File: src/rtl/load_unit.sv
// load_unit: read-side load sequencer. Issues a req/ack read to data memory,
// captures the returned data, strobes LoadDone for one cycle and flags a
// sticky Error when memory fails to acknowledge within TIMEOUT request cycles.
module load_unit #(
   parameter int ADDR_W  = 8,
   parameter int DATA_W  = 8,
   parameter int TIMEOUT = 15
) (
   input  logic              CLK,
   input  logic              Reset_n,
   input  logic              Start,
   input  logic [ADDR_W-1:0] Addr,
   output logic              MemReq,
   output logic [ADDR_W-1:0] MemAddr,
   input  logic              MemAck,
   input  logic [DATA_W-1:0] MemData,
   output logic [DATA_W-1:0] LoadData,
   output logic              LoadDone,
   output logic              Stall,
   output logic              Error,
   input  logic              ErrClr
);

   // Counter only has to reach TIMEOUT-1, so it can never wrap.
   localparam int               CNT_W    = $clog2(TIMEOUT + 1);
   localparam logic [CNT_W-1:0] CNT_LAST = CNT_W'(TIMEOUT - 1);

   typedef enum logic [1:0] {
      ST_IDLE = 2'd0,
      ST_REQ  = 2'd1,
      ST_DONE = 2'd2
   } state_t;

   state_t            state_q, state_d;
   logic [ADDR_W-1:0] addr_q,  addr_d;
   logic [DATA_W-1:0] data_q,  data_d;
   logic [CNT_W-1:0]  cnt_q,   cnt_d;
   logic              err_q,   err_d;

   // State and datapath registers; reset aborts any outstanding load at once.
   always_ff @(posedge CLK or negedge Reset_n) begin
      if (!Reset_n) begin
         state_q <= ST_IDLE;
         addr_q  <= '0;
         data_q  <= '0;
         cnt_q   <= '0;
         err_q   <= 1'b0;
      end else begin
         state_q <= state_d;
         addr_q  <= addr_d;
         data_q  <= data_d;
         cnt_q   <= cnt_d;
         err_q   <= err_d;
      end
   end

   // Next-state and datapath update; timeout set is applied after clear so set wins.
   always_comb begin
      state_d = state_q;
      addr_d  = addr_q;
      data_d  = data_q;
      cnt_d   = cnt_q;
      err_d   = err_q;
      if (ErrClr) begin
         err_d = 1'b0;
      end
      case (state_q)
         ST_IDLE: begin
            if (Start) begin
               addr_d  = Addr;
               cnt_d   = '0;
               state_d = ST_REQ;
            end
         end
         ST_REQ: begin
            // An ack on the last allowed cycle still beats the timeout.
            if (MemAck) begin
               data_d  = MemData;
               state_d = ST_DONE;
            end else if (cnt_q == CNT_LAST) begin
               data_d  = '0;
               err_d   = 1'b1;
               state_d = ST_DONE;
            end else begin
               cnt_d = cnt_q + CNT_W'(1);
            end
         end
         ST_DONE: begin
            // Back-to-back load: go straight to REQ without an idle gap.
            if (Start) begin
               addr_d  = Addr;
               cnt_d   = '0;
               state_d = ST_REQ;
            end else begin
               state_d = ST_IDLE;
            end
         end
         default: begin
            state_d = ST_IDLE;
         end
      endcase
   end

   // Output decode; only Stall looks at an input so the request cycle itself stalls.
   always_comb begin
      MemReq   = (state_q == ST_REQ);
      LoadDone = (state_q == ST_DONE);
      Stall    = (state_q == ST_REQ) | (Start & (state_q != ST_REQ));
      MemAddr  = addr_q;
      LoadData = data_q;
      Error    = err_q;
   end

endmodule

File: config.mk
export PLATFORM = sky130hd
export DESIGN_NAME = load_unit
export DESIGN_NICKNAME = d
export VERILOG_FILES = /design/src/rtl/load_unit.sv
export SDC_FILE = /design/constraint.sdc
export NUM_CORES = 1
export LEC_CHECK = 0
export CORE_MARGIN = 2
export CORE_UTILIZATION = 41
export DETAILED_ROUTE_END_ITERATION = 16
export PLACE_DENSITY = 0.87
export SETUP_SLACK_MARGIN = 0.1
export SKIP_LAST_GASP = 1
export SLEW_MARGIN = 20
export SYNTH_ARGS = -nofsm -noshare
export SYNTH_HDL_FRONTEND = slang
export SYNTH_SLANG_ARGS = --single-unit
File: constraint.sdc
create_clock -name CLK -period 1.9 [get_ports CLK]
set_input_delay 0.285 -clock CLK [delete_from_list [all_inputs] [get_ports CLK]]
set_output_delay 0.285 -clock CLK [all_outputs]
set_load 0.05 [all_outputs]
==> impl_results.rst, run 1 <==
.. list-table::
   :header-rows: 1

   * - Metric
     - Value
   * - Result of the run
     - complete, no violations
   * - Post-synth design cell area
     - 972 sq um
   * - Fillers
     - 173
   * - Vias
     - 753
   * - Share of async-settable or async-resettable flops after synthesis
     - 100%
   * - Bufs on Longest Clock Path
     - 2
   * - Cell internal power dissipation
     - 1.02 mW
   * - Slew at the pin closest to its max-slew limit
     - 0.525 ns
   * - Headroom to the max-slew limit
     - 64.9%
   * - Number of antenna-violating nets in the routed design
     - 0
   * - Global-route wire length before repair
     - 3330 microns
   * - Logic gate share of total power
     - 49.1%
   * - TritonCTS clock tree
     - yes
   * - Crit-path cells
     - clkdlybuf4s50_1
   * - Relative contribution of the clock network to total power
     - 12.4%
   * - Max rail drop VDD
     - 1.07 mV
   * - Synth Net Count
     - 98
   * - Worst setup path category
     - reg -> out
   * - CP Data Arrival Time
     - 1.48 ns
   * - Count of port buffers added during placement
     - 40
   * - Top Ports
     - 41
   * - Pre-Repair DR Iteration Count
     - 4
   * - Average wire length per cell after detail routing
     - 13.5 microns
   * - Clock latency of the later-clocked register in the worst-skew pair
     - 0.31 ns
   * - # diodes
     - 0
   * - Kind of end point of the critical path
     - output pin
   * - Width of the chip
     - 52.7 microns
   * - Layout cell share with drive strength beyond 1
     - 20.7%
   * - Warnings from Yosys
     - 0
   * - Die area
     - 2780 sq um
   * - Core box area
     - 2230 sq um
   * - Clock Sink Count
     - 23
   * - Max Clock Freq
     - 567 MHz
   * - Slowest cell on crit path
     - sky130_fd_sc_hd__clkdlybuf4s50_1
   * - Portion of total power attributed to sequential cells
     - 38.6%
   * - Height of the chip
     - 52.7 microns
   * - Antenna violations before repair
     - 0
   * - Number of design rule violations left after detail routing
     - 0
   * - Synth-to-layout area growth
     - 54.1%
   * - Register bit total from synthesis
     - 23
   * - Most common cell in the synthesized netlist
     - sky130_fd_sc_hd__dfrtp_1
   * - Synth cell count leaders
     - 23 x sky130_fd_sc_hd__dfrtp_1, 8 x sky130_fd_sc_hd__a22o_1, 8 x sky130_fd_sc_hd__mux2_2, 5 x sky130_fd_sc_hd__inv_1, 3 x sky130_fd_sc_hd__a211o_1
   * - Pin count of the biggest net entering global routing
     - 24
   * - Final Max Slew Viols
     - 0
   * - Switch share
     - 42.6%
   * - Number of synthesized flops with an enable pin
     - 0
   * - Number of instances in the synthesized netlist
     - 75
   * - Flip-flop cell with the highest count after synthesis
     - sky130_fd_sc_hd__dfrtp_1
   * - Seq/Total Area, Yosys
     - 59.2%
   * - Setup Viol. Count Final
     - 0
   * - Routability cong.
     - 0.853
   * - Cell taking the most area after synthesis
     - sky130_fd_sc_hd__dfrtp_1
   * - Family with the most delay on the worst path
     - buffers and inverters
   * - Via count of the first global-routing pass
     - 763
   * - Proportion of netlist area held by the largest area contributor
     - 59.2%
   * - Clk root buf
     - sky130_fd_sc_hd__clkbuf_4
   * - Gr ovfl total
     - 0
   * - Vias/cell
     - 5.05
   * - Worst Hold Class
     - in -> async
   * - Num rows
     - 17
   * - Nets
     - 145
   * - GRT Overall Usage
     - 16.9%
   * - Routed WL
     - 2010 microns
   * - Switch Pwr
     - 0.759 mW
   * - DRT iter0 DRCs
     - 9
   * - Type of element launching the critical path
     - register
   * - Worst setup skew after layout
     - 0.0105 ns
   * - Unique masters post-synth
     - 25
   * - Clock transition at the registers of the reported paths
     - 0.13 ns
   * - Mean cell area of the mapped netlist
     - 13.0 sq um
   * - Number of failing hold endpoints at the final stage
     - 0
   * - Biggest area contributors in the synthesized netlist
     - sky130_fd_sc_hd__dfrtp_1 59%, sky130_fd_sc_hd__mux2_2 9.3%, sky130_fd_sc_hd__a22o_1 7.2%
   * - Initial Utilization
     - 43.5%
   * - Cts hold-fix bufs
     - 0
   * - Number of max-cap violations
     - 0
   * - RSZ-0062 raised after global routing
     - false
   * - Setup TNS
     - 0 ns
   * - Count of buffer and inverter cells on the critical path
     - 1
   * - TritonCTS buffer count
     - 3
   * - Critical path peak fanout
     - 2
   * - CTS H-tree lvls
     - 1
   * - Portion of the clock cycle consumed by the worst path in the final layout
     - 92.8%
   * - Static leakage
     - 0.807 nW
   * - Power density over the cells
     - 1190 nW/um^2
   * - HPWL Detailed
     - 1580 microns
   * - Final period demand of the worst path
     - 1.76 ns
   * - Required time of the worst setup path
     - 1.62 ns
   * - Total power after layout
     - 1.78 mW
   * - Biggest cell delay along the critical path
     - 0.80 ns
   * - Reg2reg setup slack
     - 0.24 ns
-- cell usage in the layout, fill, tap and decap left out --
cell type and count:
sky130_fd_sc_hd__buf_4 6, sky130_fd_sc_hd__o21ai_1 1, sky130_fd_sc_hd__inv_1 5, sky130_fd_sc_hd__o22ai_1 2, sky130_fd_sc_hd__and3_1 1, sky130_fd_sc_hd__a31oi_1 1
sky130_fd_sc_hd__dfrtp_1 22, sky130_fd_sc_hd__or3b_4 1, sky130_fd_sc_hd__nand2_1 2, sky130_fd_sc_hd__nor3b_2 1, sky130_fd_sc_hd__dlygate4sd2_1 1, sky130_fd_sc_hd__dfrtp_2 1
sky130_fd_sc_hd__nand3_1 2, sky130_fd_sc_hd__dlymetal6s2s_1 14, sky130_fd_sc_hd__clkdlybuf4s50_1 22, sky130_fd_sc_hd__nor2b_1 1, sky130_fd_sc_hd__nor2b_2 1, sky130_fd_sc_hd__nor3_1 2
sky130_fd_sc_hd__ha_1 2, sky130_fd_sc_hd__mux2_2 8, sky130_fd_sc_hd__clkinv_2 1, sky130_fd_sc_hd__or2_2 1, sky130_fd_sc_hd__o311a_1 1, sky130_fd_sc_hd__nor2_2 1
sky130_fd_sc_hd__buf_12 1, sky130_fd_sc_hd__and4b_1 1, sky130_fd_sc_hd__a21oi_1 2, sky130_fd_sc_hd__nand4b_1 1, sky130_fd_sc_hd__a22o_1 8, sky130_fd_sc_hd__clkbuf_4 3
sky130_fd_sc_hd__a211o_1 3, sky130_fd_sc_hd__o21ai_0 1, sky130_fd_sc_hd__and2_1 1
-- state kept, by name, indices dropped and copies added (netlist names) --
| name | flops |
|---|---|
| state_q | 2 |
| cnt_q | 4 |
| MemAddr | 8 |
| LoadData | 8 |
| Error | 1 |
-- per-stage QoR --
stage	hold WS [ns]	instance area, sq um	utilization, %	cells	worst slack, ns
2_1_floorplan	-0.0106	975	-	75	0.158
3_3_place_gp	0.489	1430	63.9	144	0.0992
3_5_place_dp	0.490	1430	63.9	144	0.0671
4_1_cts	0.313	1460	65.2	148	0.101
5_1_grt	0.326	1500	67.1	149	0.100
6_report	0.307	1500	67.1	149	0.138
-- repair_timing --
action	CTS	global route
hold endpoints to repair	0	0
resized for setup	2	14
setup buffers	0	1
cloned	0	0
setup endpoints to repair	2	15
-- power by group through the flow --
stage / combinational (mW) / clock [mW] / sequential (mW)
2_1_floorplan: 0.217 / 0 / 1.04
3_3_place_gp: 0.867 / 0 / 0.700
3_5_place_dp: 0.882 / 0 / 0.705
4_1_cts: 0.880 / 0.227 / 0.697
5_1_grt: 0.920 / 0.250 / 0.706
6_report: 0.874 / 0.221 / 0.687
-- final cells by class --
cell class | count | area [sq um] | area share (%)
sequential | 23 | 577 | 38.5
tap | 28 | 35.0 | 2.34
clock inverter | 1 | 5.00 | 0.334
clock buffer | 3 | 22.5 | 1.50
timing repair buffer | 44 | 469 | 31.3
inverter | 5 | 18.8 | 1.25
multi-input combinational | 45 | 370 | 24.7
-- worst paths after layout --
check	start	cells after the start	end
worst max-delay path	LoadData[6]	1	LoadData[6]
worst min register to register	LoadData[5]	1	LoadData[5]
min in group CLK	LoadData[5]	1	LoadData[5]
max in group asynchronous	Reset_n	2	state_q[0]
worst min-delay path	Reset_n	2	MemAddr[2]
worst max register to register	state_q[0]	4	cnt_q[3]
-- cells by family (layout without fill, tap and decap cells) --
| group | after synthesis | count (layout) | synth area share, % |
|---|---|---|---|
| muxes | 8 | 8 | 9.27 |
| adders and majority gates | 2 | 2 | 2.57 |
| DFF | 23 | 23 | 59.2 |
| buffers and inverters | 7 | 53 | 2.96 |
| AOI/OAI and AO/OA | 19 | 19 | 14.9 |
| and+or+nand+nor | 16 | 16 | 11.1 |
-- layer usage --
layer  vias to the layer above  global-route usage [%]  routed length [microns]
li1                        370                       -                        -
met1                       343                    22.3                      870
met2                        36                    24.8                      899
met3                         4                    6.57                      220
met4                         0                    6.41                       23
met5                         -                       0                        0
Note: power is estimated with default switching activity, not from simulation.
==> run 2, diff against run 1 <==
--- a/config.mk
+++ b/config.mk
@@ -6,10 +6,10 @@
 export NUM_CORES = 1
 export LEC_CHECK = 0
 export CORE_MARGIN = 2
-export CORE_UTILIZATION = 41
+export CORE_UTILIZATION = 44
 export DETAILED_ROUTE_END_ITERATION = 16
-export PLACE_DENSITY = 0.87
-export SETUP_SLACK_MARGIN = 0.1
+export PLACE_DENSITY = 0.91
+export RECOVER_POWER = 25
 export SKIP_LAST_GASP = 1
 export SLEW_MARGIN = 20
 export SYNTH_ARGS = -nofsm -noshare
==> constraint.sdc (replaced) <==
create_clock -name CLK -period 2.1 [get_ports CLK]
set_input_delay 0.315 -clock CLK [delete_from_list [all_inputs] [get_ports CLK]]
set_output_delay 0.315 -clock CLK [all_outputs]
set_load 0.05 [all_outputs]
==> impl_results.rst, run 2 (same netlist as run 1, synthesis figures left out) <==
.. list-table::
   :header-rows: 1

   * - Metric
     - Value
   * - Type of element launching the critical path
     - register
   * - Final design utilization
     - 66.9%
   * - Setup Viol. Count Final
     - 0
   * - Number of max-cap violations
     - 0
   * - Number of design rule violations left after detail routing
     - 0
   * - Total cell area at the placement stage
     - 1410 sq um
   * - Height of the chip
     - 51.0 microns
   * - Kind of end point of the critical path
     - output pin
   * - HPWL Detailed
     - 1510 microns
   * - Headroom to the max-slew limit
     - 22.7%
   * - Portion of the clock cycle consumed by the worst path in the final layout
     - 85.3%
   * - Max Clock Freq
     - 559 MHz
   * - Routed WL
     - 1890 microns
   * - Via count of the first global-routing pass
     - 733
   * - Antenna violations before repair
     - 0
   * - # diodes
     - 0
   * - GRT Overall Usage
     - 16.0%
   * - Count of port buffers added during placement
     - 40
   * - Family with the most delay on the worst path
     - buffers and inverters
   * - Switch share
     - 42.1%
   * - Result of the run
     - complete, no violations
   * - Clk root buf
     - sky130_fd_sc_hd__clkbuf_4
   * - Final period demand of the worst path
     - 1.79 ns
   * - Total power after layout
     - 1.59 mW
   * - Die area
     - 2600 sq um
   * - Max rail drop VDD
     - 0.630 mV
   * - Worst setup path category
     - reg -> out
   * - CTS H-tree lvls
     - 1
   * - CP Data Arrival Time
     - 1.48 ns
   * - Slowest cell on crit path
     - sky130_fd_sc_hd__clkdlybuf4s50_1
   * - TritonCTS clock tree
     - yes
   * - Worst Setup Slack, final
     - 0.310 ns
   * - Clock Sink Count
     - 23
   * - Final hold slack
     - 0.515 ns
   * - Layout cell share with drive strength beyond 1
     - 16.8%
   * - RSZ-0062 raised after global routing
     - false
   * - Global-route wire length before repair
     - 3180 microns
   * - Cell Count, Final, Fillers Out
     - 147
   * - Num rows
     - 17
   * - TritonCTS buffer count
     - 3
   * - Final Max Slew Viols
     - 0
   * - Portion of total power attributed to sequential cells
     - 39.3%
   * - Slew at the pin closest to its max-slew limit
     - 1.16 ns
   * - Commonest non-fill, non-tap cells in the layout
     - 36 x sky130_fd_sc_hd__clkdlybuf4s50_1, 23 x sky130_fd_sc_hd__dfrtp_1, 8 x sky130_fd_sc_hd__mux2_2, 8 x sky130_fd_sc_hd__a22o_1, 5 x sky130_fd_sc_hd__inv_1
   * - Post-route cell area
     - 1440 sq um
   * - Path length in cells of the critical path
     - 1
   * - Number of failing hold endpoints at the final stage
     - 0
   * - Worst Hold Class
     - reg -> reg
   * - Pin count of the biggest net entering global routing
     - 24
   * - Top Ports
     - 41
   * - Logic gate share of total power
     - 48.8%
   * - Width of the chip
     - 51.0 microns
   * - Pre-Repair DR Iteration Count
     - 4
   * - Count of buffer and inverter cells on the critical path
     - 1
   * - Initial Utilization
     - 45.3%
   * - Worst r2r path cells
     - 3
   * - Average wire length per cell after detail routing
     - 12.8 microns
   * - Cell internal power dissipation
     - 0.921 mW
   * - Bufs on Longest Clock Path
     - 2
   * - Setup WS pre-CTS
     - 0.183 ns
   * - Relative contribution of the clock network to total power
     - 11.9%
   * - Number of cells on the worst hold path
     - 1
   * - Critical path peak fanout
     - 2
   * - Placed insts
     - 143
   * - Core box area
     - 2150 sq um
   * - Routability cong.
     - 0.759
   * - Vias
     - 767
   * - Setup TNS
     - 0 ns
   * - Synth-to-layout area growth
     - 47.7%
   * - Commonest non-fill, non-tap cell in the layout
     - sky130_fd_sc_hd__clkdlybuf4s50_1
   * - Worst setup skew after layout
     - 0.00598 ns
   * - Power density over the cells
     - 1110 nW/um^2
   * - Gr ovfl total
     - 0
   * - Clock latency of the later-clocked register in the worst-skew pair
     - 0.29 ns
   * - Crit-path cells
     - clkdlybuf4s50_1
   * - Static leakage
     - 0.658 nW
   * - DRT iter0 DRCs
     - 10
   * - Biggest cell delay along the critical path
     - 0.82 ns
   * - Number of antenna-violating nets in the routed design
     - 0
   * - Required time of the worst setup path
     - 1.78 ns
   * - Nets
     - 143
   * - Clock transition at the registers of the reported paths
     - 0.12 ns
   * - Switch Pwr
     - 0.669 mW
   * - Fillers
     - 167
   * - Vias/cell
     - 5.22
-- run 2: power groups by stage --
stage	sequential (mW)	combinational (mW)	clock (mW)
global route	0.642	0.815	0.224
detailed placement	0.633	0.784	0
finish	0.625	0.776	0.190
CTS	0.626	0.785	0.200
floorplan	0.939	0.196	0
global placement	0.632	0.771	0
-- run 2: worst register-to-register path: stages, from the launching register on --
cell	delay, ns
sky130_fd_sc_hd__dfrtp_1	0.53
sky130_fd_sc_hd__or3b_4	0.45
sky130_fd_sc_hd__o311a_1	0.34
sky130_fd_sc_hd__a211o_1	0.22
-- run 2: cell type report --
type	instances	area, sq um	share of cell area, %
inverter	5	18.8	1.31
tap	28	35.0	2.44
timing repair buffer	42	409	28.5
multi-input combinational	45	370	25.8
clock buffer	3	22.5	1.57
clock inverter	1	5.00	0.348
sequential	23	576	40.1
-- run 2: metal layers --
metal  global-route usage (%)  share of wire [%]
met5                        0                  0
met4                     4.05               0.64
met3                     3.22                4.7
met2                     26.6                 51
met1                     21.5                 43
-- run 2: final timing paths --
path	from	endpoint	slack, ns
max in group asynchronous	Reset_n	LoadData[5]	0.66
min	LoadData[7]	LoadData[7]	0.51
max reg2reg	state_q[0]	cnt_q[3]	0.47
max	MemAddr[6]	MemAddr[6]	0.31
min in group asynchronous	Reset_n	MemAddr[6]	0.75
min reg2reg	LoadData[7]	LoadData[7]	0.51
-- run 2: what timing repair did --
| action | CTS | global route |
|---|---|---|
| hold buffers | 0 | 0 |
| endpoints found under the setup margin | 0 | 1 |
| buffers inserted | 0 | 0 |
| resized for setup | 0 | 1 |
| endpoints found under the hold margin | 0 | 0 |
==> run 3, diff against run 2 <==
--- a/config.mk
+++ b/config.mk
@@ -7,9 +7,11 @@
 export LEC_CHECK = 0
 export CORE_MARGIN = 2
 export CORE_UTILIZATION = 44
+export CTS_CLUSTER_DIAMETER = 30
 export DETAILED_ROUTE_END_ITERATION = 16
 export PLACE_DENSITY = 0.91
 export RECOVER_POWER = 25
+export SETUP_SLACK_MARGIN = 0.5
 export SKIP_LAST_GASP = 1
 export SLEW_MARGIN = 20
 export SYNTH_ARGS = -nofsm -noshare
==> impl_results.rst, run 3 (same netlist as run 1, synthesis figures left out) <==
.. list-table::
   :header-rows: 1

   * - Metric
     - Value
   * - Result of the run
     - complete, no violations
   * - Bufs on Longest Clock Path
     - 2
   * - CTS H-tree lvls
     - 1
   * - Global routing met2 resource utilization
     - 29.7%
   * - Type of element launching the critical path
     - input port
   * - Layout cell share with drive strength beyond 1
     - 21.8%
   * - Headroom to the max-slew limit
     - 18.1%
   * - Met1 Track Usage GR
     - 23.7%
   * - Via count of the first global-routing pass
     - 769
   * - Biggest cell delay along the critical path
     - 0.91 ns
   * - Portion of the clock cycle consumed by the worst path in the final layout
     - 76.8%
   * - Setup Viol. Count Final
     - 0
   * - Max Clock Freq
     - 620 MHz
   * - Static leakage
     - 0.706 nW
   * - Pin count of the biggest net entering global routing
     - 24
   * - Final design utilization
     - 68.4%
   * - Height of the chip
     - 51.0 microns
   * - Most used routing layer
     - met2
   * - Routed WL
     - 2270 microns
   * - Slew at the pin closest to its max-slew limit
     - 1.23 ns
   * - Worst setup path category
     - in -> async
   * - Nets
     - 148
   * - Number of design rule violations left after detail routing
     - 0
   * - # diodes
     - 0
   * - Top Ports
     - 41
   * - Count of buffer and inverter cells on the critical path
     - 2
   * - Clock transition at the registers of the reported paths
     - 0.13 ns
   * - Clock Sink Count
     - 23
   * - DRT iter0 DRCs
     - 9
   * - RSZ-0062 raised after global routing
     - true
   * - Placed insts
     - 143
   * - Global-route track usage on met3
     - 4.09%
   * - Die area
     - 2600 sq um
   * - Vias
     - 771
   * - Routability cong.
     - 0.887
   * - Worst Setup Slack, final
     - 0.487 ns
   * - Final Max Slew Viols
     - 0
   * - Clk root buf
     - sky130_fd_sc_hd__clkbuf_4
   * - GRT Overall Usage
     - 18.4%
   * - Pre-Repair DR Iteration Count
     - 4
   * - Synth-to-layout area growth
     - 51.1%
   * - Core box area
     - 2150 sq um
   * - Crit-path cells
     - dlygate4sd3_1, clkbuf_1
   * - Commonest non-fill, non-tap cells in the layout
     - 22 x sky130_fd_sc_hd__dfrtp_1, 19 x sky130_fd_sc_hd__clkdlybuf4s50_1, 14 x sky130_fd_sc_hd__dlygate4sd2_1, 8 x sky130_fd_sc_hd__mux2_2, 8 x sky130_fd_sc_hd__a22o_1
   * - Global-route wire length before repair
     - 3460 microns
   * - Worst setup skew after layout
     - 0.00912 ns
   * - CP Data Arrival Time
     - 1.77 ns
   * - Fillers
     - 182
   * - Kind of end point of the critical path
     - asynchronous set/reset pin
   * - Commonest non-fill, non-tap cell in the layout
     - sky130_fd_sc_hd__dfrtp_1
   * - Slowest cell on crit path
     - sky130_fd_sc_hd__clkbuf_1
   * - Number of max-cap violations
     - 0
   * - Final period demand of the worst path
     - 1.61 ns
   * - TritonCTS buffer count
     - 3
   * - Setup WS pre-CTS
     - 0.185 ns
   * - Worst Hold Class
     - reg -> reg
   * - Critical path peak fanout
     - 23
   * - Num rows
     - 17
   * - HPWL Detailed
     - 1620 microns
   * - Number of antenna-violating nets in the routed design
     - 0
   * - Gr ovfl total
     - 0
   * - Cell Count, Final, Fillers Out
     - 152
   * - Setup TNS
     - 0 ns
   * - Max rail drop VDD
     - 0.823 mV
   * - Count of port buffers added during placement
     - 40
   * - Number of failing hold endpoints at the final stage
     - 0
   * - Average wire length per cell after detail routing
     - 14.9 microns
   * - Vias/cell
     - 5.07
   * - Initial Utilization
     - 45.3%
   * - Clock latency of the later-clocked register in the worst-skew pair
     - 0.31 ns
   * - Required time of the worst setup path
     - 2.26 ns
   * - Family with the most delay on the worst path
     - buffers and inverters
   * - Width of the chip
     - 51.0 microns
   * - Power density over the cells
     - 1080 nW/um^2
   * - Antenna violations before repair
     - 0
   * - TritonCTS clock tree
     - yes
==> run 3: cell count changes in the layout (fill, tap and decap cells not counted), sizes merged <==
cell and delta:
clkdlybuf4s15 +3, clkbuf +1, dlygate4sd2 +14, dlymetal6s2s -1, clkdlybuf4s50 -17, buf +5
==> run 3: routing by layer <==
metal,wire length (microns),vias up
li1,-,373
met1,953,370
met2,1190,28
met3,123,0
met5,0,-
met4,0,0
==> run 3: final timing paths <==
| check | slack (ns) | to | start | cells after the start |
|---|---|---|---|---|
| worst min-delay path | 0.52 | MemAddr[6] | MemAddr[6] | 1 |
| worst max register to register | 0.54 | cnt_q[3] | state_q[0] | 4 |
| worst max-delay path | 0.49 | state_q[0] | Reset_n | 2 |
| max in group CLK | 0.50 | Stall | state_q[0] | 3 |
| min in group asynchronous | 0.79 | Error | Reset_n | 2 |
| worst min register to register | 0.52 | MemAddr[6] | MemAddr[6] | 1 |
==> run 3: final cells by class <==
class / instances / area, sq um / share of cell area, %
sequential: 23 / 577 / 39.3
clock buffer: 3 / 22.5 / 1.53
multi-input combinational: 45 / 378 / 25.7
timing repair buffer: 47 / 433 / 29.5
tap: 28 / 35.0 / 2.39
inverter: 5 / 18.8 / 1.28
clock inverter: 1 / 5.00 / 0.341
==> run 3: timing repair <==
action                     4_1_cts  5_1_grt
cloned                           0        0
setup endpoints to repair       21        7
pin swaps                        0        1
hold buffers                     0        0
hold endpoints to repair         0        0
gates resized for setup         22        6
buffers inserted                 1        4
==> run 3: where the power goes <==
group,switching (mW),internal (mW)
Combinational,0.492,0.268
Clock,0.130,0.0710
Sequential,0.0755,0.550
==> run 3: stage by stage <==
stage / total power, mW / hold WS [ns] / area (sq um)
final: 1.59 / 0.520 / 1470
after global routing: 1.66 / 0.534 / 1470
after CTS: 1.57 / 0.356 / 1440
after detailed placement: 1.43 / 0.492 / 1420
after global placement: 1.41 / 0.489 / 1420
after floorplan: 1.14 / 0.0194 / 980
